**src/rtl/mac_rx_parser.sv**
```systemverilog
// Receive framing stage: hunts preamble/SFD, forwards DA..payload to the RX FIFO
// through a 4-byte delay line (FCS stripped) and reports per-frame status.
module mac_rx_parser #(
  parameter int unsigned MIN_FRAME = 64,
  parameter int unsigned MAX_FRAME = 1518
) (
  input  logic        clk,
  input  logic        rst,
  input  logic [7:0]  rx_data,
  input  logic        rx_dv,
  input  logic        rx_er,
  input  logic        fifo_full,
  output logic [7:0]  fifo_data,
  output logic        fifo_wr,
  output logic        frame_done,
  output logic        frame_ok,
  output logic        err_crc,
  output logic        err_len,
  output logic        err_phy,
  output logic        err_overflow,
  output logic [10:0] byte_count
);

  typedef enum logic [1:0] {DROP, IDLE, PREAMBLE, DATA} state_t;

  localparam logic [31:0] CRC_RESIDUE = 32'hDEBB20E3;
  localparam logic [10:0] MIN_LEN     = 11'(MIN_FRAME);
  localparam logic [10:0] MAX_LEN     = 11'(MAX_FRAME);

  state_t      state;
  logic [31:0] crc;
  logic [7:0]  dly [4];
  logic [2:0]  fill;
  logic        phy_flag;
  logic        ovf_flag;
  logic        crc_bad;
  logic        len_bad;

  function automatic logic [31:0] crc_byte(input logic [31:0] c, input logic [7:0] d);
    logic [31:0] r;
    r = c ^ {24'h0, d};
    for (int unsigned i = 0; i < 8; i++)
      r = r[0] ? ((r >> 1) ^ 32'hEDB88320) : (r >> 1);
    return r;
  endfunction

  always_comb begin
    crc_bad = (crc != CRC_RESIDUE);
    len_bad = (byte_count < MIN_LEN) || (byte_count > MAX_LEN);
  end

  always_ff @(posedge clk) begin
    if (rst) begin
      state        <= DROP;
      crc          <= '1;
      fill         <= '0;
      phy_flag     <= 1'b0;
      ovf_flag     <= 1'b0;
      fifo_data    <= '0;
      fifo_wr      <= 1'b0;
      frame_done   <= 1'b0;
      frame_ok     <= 1'b0;
      err_crc      <= 1'b0;
      err_len      <= 1'b0;
      err_phy      <= 1'b0;
      err_overflow <= 1'b0;
      byte_count   <= '0;
    end else begin
      fifo_wr    <= 1'b0;
      frame_done <= 1'b0;
      case (state)
        DROP: if (!rx_dv) state <= IDLE;
        IDLE: if (rx_dv) state <= (rx_data == 8'h55) ? PREAMBLE : DROP;
        PREAMBLE: begin
          if (!rx_dv)
            state <= IDLE;
          else if (rx_data == 8'hD5) begin
            state      <= DATA;
            crc        <= '1;
            byte_count <= '0;
            fill       <= '0;
            phy_flag   <= 1'b0;
            ovf_flag   <= 1'b0;
          end else if (rx_data != 8'h55)
            state <= DROP;
        end
        DATA: begin
          if (rx_dv) begin
            crc    <= crc_byte(crc, rx_data);
            dly[0] <= rx_data;
            dly[1] <= dly[0];
            dly[2] <= dly[1];
            dly[3] <= dly[2];
            if (byte_count != '1) byte_count <= byte_count + 11'd1;
            if (rx_er) phy_flag <= 1'b1;
            // Once four bytes are buffered, the oldest leaves on every new byte;
            // an overflow latches and blocks the rest of this frame.
            if (fill == 3'd4) begin
              if (fifo_full)
                ovf_flag <= 1'b1;
              else if (!ovf_flag) begin
                fifo_wr   <= 1'b1;
                fifo_data <= dly[3];
              end
            end else
              fill <= fill + 3'd1;
          end else begin
            frame_done   <= 1'b1;
            err_crc      <= crc_bad;
            err_len      <= len_bad;
            err_phy      <= phy_flag;
            err_overflow <= ovf_flag;
            frame_ok     <= !(crc_bad || len_bad || phy_flag || ovf_flag);
            state        <= IDLE;
          end
        end
        default: state <= DROP;
      endcase
    end
  end

endmodule

```
**config.mk**
```make
export PLATFORM = sky130hd
export DESIGN_NAME = mac_rx_parser
export DESIGN_NICKNAME = d
export VERILOG_FILES = /design/src/rtl/mac_rx_parser.sv
export SDC_FILE = /design/constraint.sdc
export NUM_CORES = 1
export LEC_CHECK = 0
export ABC_AREA = 1
export CAP_MARGIN = 20
export CORE_UTILIZATION = 40
export DETAILED_ROUTE_END_ITERATION = 10
export PLACE_DENSITY = 0.59
export SLEW_MARGIN = 25
export SYNTH_ARGS = -nofsm -noshare
export SYNTH_HDL_FRONTEND = slang
export SYNTH_SLANG_ARGS = --single-unit
export TNS_END_PERCENT = 10
```
**constraint.sdc**
```tcl
create_clock -name clk -period 3.25 [get_ports clk]
set_clock_uncertainty 0.2 [all_clocks]
set_input_delay 0.975 -clock clk [delete_from_list [all_inputs] [get_ports clk]]
set_output_delay 0.975 -clock clk [all_outputs]
set_load 0.03 [all_outputs]
```
==> results.md <==
- Compared with the post-synthesis result, the final layout area differs by 19.70%.
- In the synthesized netlist the dominant register cell turns out to be sky130_fd_sc_hd__dfxtp_1.
- The switching component of the power is 1205 uW.
- The number of buffers between clock root and the deepest sink is 2.
- The pin slew with the least headroom to its limit is 0.4792 ns.
- For this run, design rule violations remaining after detail routing come to 0.
- CTS saw 97 sinks.
- The flow ran to the end, and the final reports show no timing, DRC or antenna violations.
- The number of enable flip-flop cells after synthesis is 32.
- Measured along the y axis, the die boundary spans 115.3 microns.
- The total global routing track utilization is 21.99%.
- The path class of the lowest-slack min-delay path is flip-flop to flip-flop.
- For this block, wires on met1 add up to 5858 microns.
- The congestion estimate from routability-driven global placement came to 0.9834.
- The number of nets handed over by synthesis was 735.
- The mapped cell area is 0.005137 sq mm.
- The average detailed-routed wire length per instance is 14.02 microns.
- Max-cap violations in this run came to 0.
- The final number of max-transition violations was 0.
- The number of antenna-violating nets in the routed design is 0.
- The sum of overflow across all layers after global routing is 0.
- The net count of the finished layout is 793.
- The I/O pin total is 39.
- TritonCTS built the clock tree.
- The TritonCTS buffer count is 9.
- The dominant cell by count in the synthesized netlist is sky130_fd_sc_hd__nand2_1.
- The number of setup buffers added after CTS is 0.
- IR analysis of the VDD net gives a maximum drop of 0.0002481 V.
- Measured along the x axis, the die boundary spans 115.3 microns.
- The port buffer count is 38.
- The finished cells cover 0.006150 sq mm.
- The core outline area is 0.01257 sq mm.
- The design draws 3484 uW.
- The number of DRC markers in iteration 0 is 252.
- The cell-internal power is 2279 uW.
- Hold timing on the final database bottoms out at a slack of 0.2188 ns.
- For this design, the CTS-stage hold fixing added 0 buffers.
- The number of hold violations in the final report was 0.
- The areal power density over the cells is 566.5 mW/mm^2.
- After synthesis, the netlist uses 35 different library cells.
- The starting utilization of the core area is 40.88%.
- The number of antenna violations at the first check in global routing is 0.
- Detailed routing placed a total of 675 microns of wire on met3.
- The number of register bits inferred by synthesis is 97.
- The share of synthesized area occupied by flip-flops and latches is 44.03%.
- The clock insertion delay at the later pin of the skew report is 0.35 ns.
- The overall die area is 0.01330 sq mm.
- Sequential cells account for 40.8% of the total power.
- The fraction of layout cells with a size suffix above 1 is 7.712%.
- The post-route setup TNS is 0 ns.
- The fmax is 352.8 MHz.
- Ranked by instance count, the synthesized netlist is headed by 247 x sky130_fd_sc_hd__nand2_1, 75 x sky130_fd_sc_hd__nand3_1, 71 x sky130_fd_sc_hd__nor2_1.
- The via count of the routed design is 4,721.
- The first detailed-routing pass took 7 iterations.
- Clock tree synthesis selected as its root buffer the cell sky130_fd_sc_hd__clkbuf_16.
- The detailed route wirelength on metal2 is 6259 microns.
- Of all cell types, the one taking the most synthesized area is sky130_fd_sc_hd__dfxtp_1.
- The clock network is responsible for 31.4% of the overall power.
- Synthesis produced 715 cells.
- The final critical delay including setup and external delays is 2.835 ns.
- At the worst endpoint, the required time is 3.30 ns.
- The HPWL after detailed placement is 10,080 microns.
- Setup repair after global routing left no endpoint under its margin.
- The floorplan has 41 rows.
- The number of warnings reported in the yosys synthesis log is 0.
- The global-route wire length before repair is 22,090 microns.
- The fraction of power spent switching nets is 34.58%.
- The share of total power dissipated in combinational logic is 27.8%.
- For this design the static power due to leakage is 0.002716 uW.
- By area the synthesized netlist is led by sky130_fd_sc_hd__dfxtp_1 25%, sky130_fd_sc_hd__edfxtp_1 19%, sky130_fd_sc_hd__nand2_1 18%.
- Using the TritonRoute via totals, the vias-per-cell ratio works out to 4.969.
- The worst setup path is captured at a flip-flop.
- The number of global-route vias before repair is 4,552.
- The number of antenna repair diodes is 0.
- The worst setup path category is input pin to flip-flop.
- In the finished design, the share of the clock period the worst path needs comes to 87.22%.
- Counting flops with an async set or reset pin after synthesis yields a share of 0%.
- A synthesized cell averages 7.185 sq um.
- Once placement finished, the instance area stood at 0.005843 sq mm.
- The highest layer used for signal routing is met4.
- The element type at the critical path start is an input pin.
- The total wire length is 13,320 microns.
- Along the worst path, the maximum fanout reaches 11.
- The final number of setup-violating endpoints is 0.
- The clock transition at the register clock pins on the worst setup and hold paths after CTS is 0.07 ns.
- The core occupancy in the finished layout is 48.93%.
- At the worst endpoint, the arrival time is 2.89 ns.
- Measured against its own limit, the worst slew margin works out to 68.02%.
- The top cell type's share of synthesized area is 25.33%.
- After clock tree synthesis, the repair step resized 0 gates.
- The maximum level of the CTS H-tree is 3.
- The maximum number of pins on one net before global-route repair is 33.
## sequential cells by signal, summed over array words and instances (netlist names)
signal        cells
crc              32
dly              32
byte_count       11
fifo_data         8
fill              3
state             2
err_crc           1
err_len           1
err_overflow      1
err_phy           1
fifo_wr           1
frame_done        1
frame_ok          1
ovf_flag          1
phy_flag          1
## worst max-delay path: stages
cell                              delay, ns
sky130_fd_sc_hd__clkdlybuf4s50_1       0.56
sky130_fd_sc_hd__nand2_1               0.16
sky130_fd_sc_hd__nand2_2               0.18
sky130_fd_sc_hd__nand2_1               0.07
sky130_fd_sc_hd__nand2_1               0.34
sky130_fd_sc_hd__nand2_1               0.12
sky130_fd_sc_hd__nand2_1               0.11
sky130_fd_sc_hd__nand2_1               0.07
sky130_fd_sc_hd__inv_1                 0.11
sky130_fd_sc_hd__nand2_1               0.06
sky130_fd_sc_hd__nand3_1               0.06
sky130_fd_sc_hd__nand2_1               0.05
## cells in the final DEF, fill, tap and decap left out, drive strengths merged, types with 7 or more instances in the layout
| cell type | instances |
|---|---|
| dfxtp | 65 |
| nor3 | 14 |
| xor2 | 19 |
| buf | 22 |
| nand3 | 77 |
| clkdlybuf4s50 | 38 |
| inv | 74 |
| xnor2 | 8 |
| nand2 | 255 |
| nor2 | 75 |
| ha | 7 |
| edfxtp | 32 |
| clkbuf | 9 |
| a21oi | 38 |
| o21ai | 19 |
## power by group through the flow
stage	sequential [uW]	clock, uW	combinational (uW)
detailed placement	1450	0	956
finish	1420	1100	968
global route	1430	1170	1090
floorplan	1420	0	674
CTS	1420	1130	963
global placement	1450	0	941
## per-stage QoR
step           cells  setup WS, ns
2_1_floorplan    715        0.4341
3_3_place_gp     934        0.1436
3_5_place_dp     934       0.05725
4_1_cts          950        0.4381
5_1_grt          950        0.1783
6_report         950        0.4152
## layer usage
metal,track usage [%],vias up
met1,26.11,2141
li1,-,2417
met2,37.01,131
met4,11.08,0
met5,0,-
met3,5.324,32
## logic make-up (layout without fill, tap and decap cells)
family                     count (synthesis)  count (layout)  synth area share (%)
adders and majority gates                  7               7                 1.705
DFF                                       97              97                 44.03
buffers and inverters                     84             147                 6.795
and+or+nand+nor                          431             431                 35.70
AOI/OAI and AO/OA                         69              69                 7.160
xor gates and xnor gates                  27              27                 4.603
## worst paths after layout
| kind | start | end | slack, ns | cells past startpoint |
|---|---|---|---|---|
| hold / removal | dly[0][2] | dly[1][2] | 0.22 | 0 |
| hold reg to reg | dly[0][2] | dly[1][2] | 0.22 | 0 |
| setup / recovery | rx_data[0] | crc[23] | 0.42 | 12 |
| setup reg to reg | state[0] | dly[0][0] | 0.69 | 6 |
## area by class of cell
cell class	count	area, sq um
Clock buffer	9	225.2
Clock inverter	7	81.33
Fill cell	1249	6419
Inverter	71	266.5
Multi-Input combinational cell	534	2529
Sequential cell	97	2262
Tap cell	172	215.2
Timing Repair Buffer	60	570.5
(Power assumes the default switching activity.)
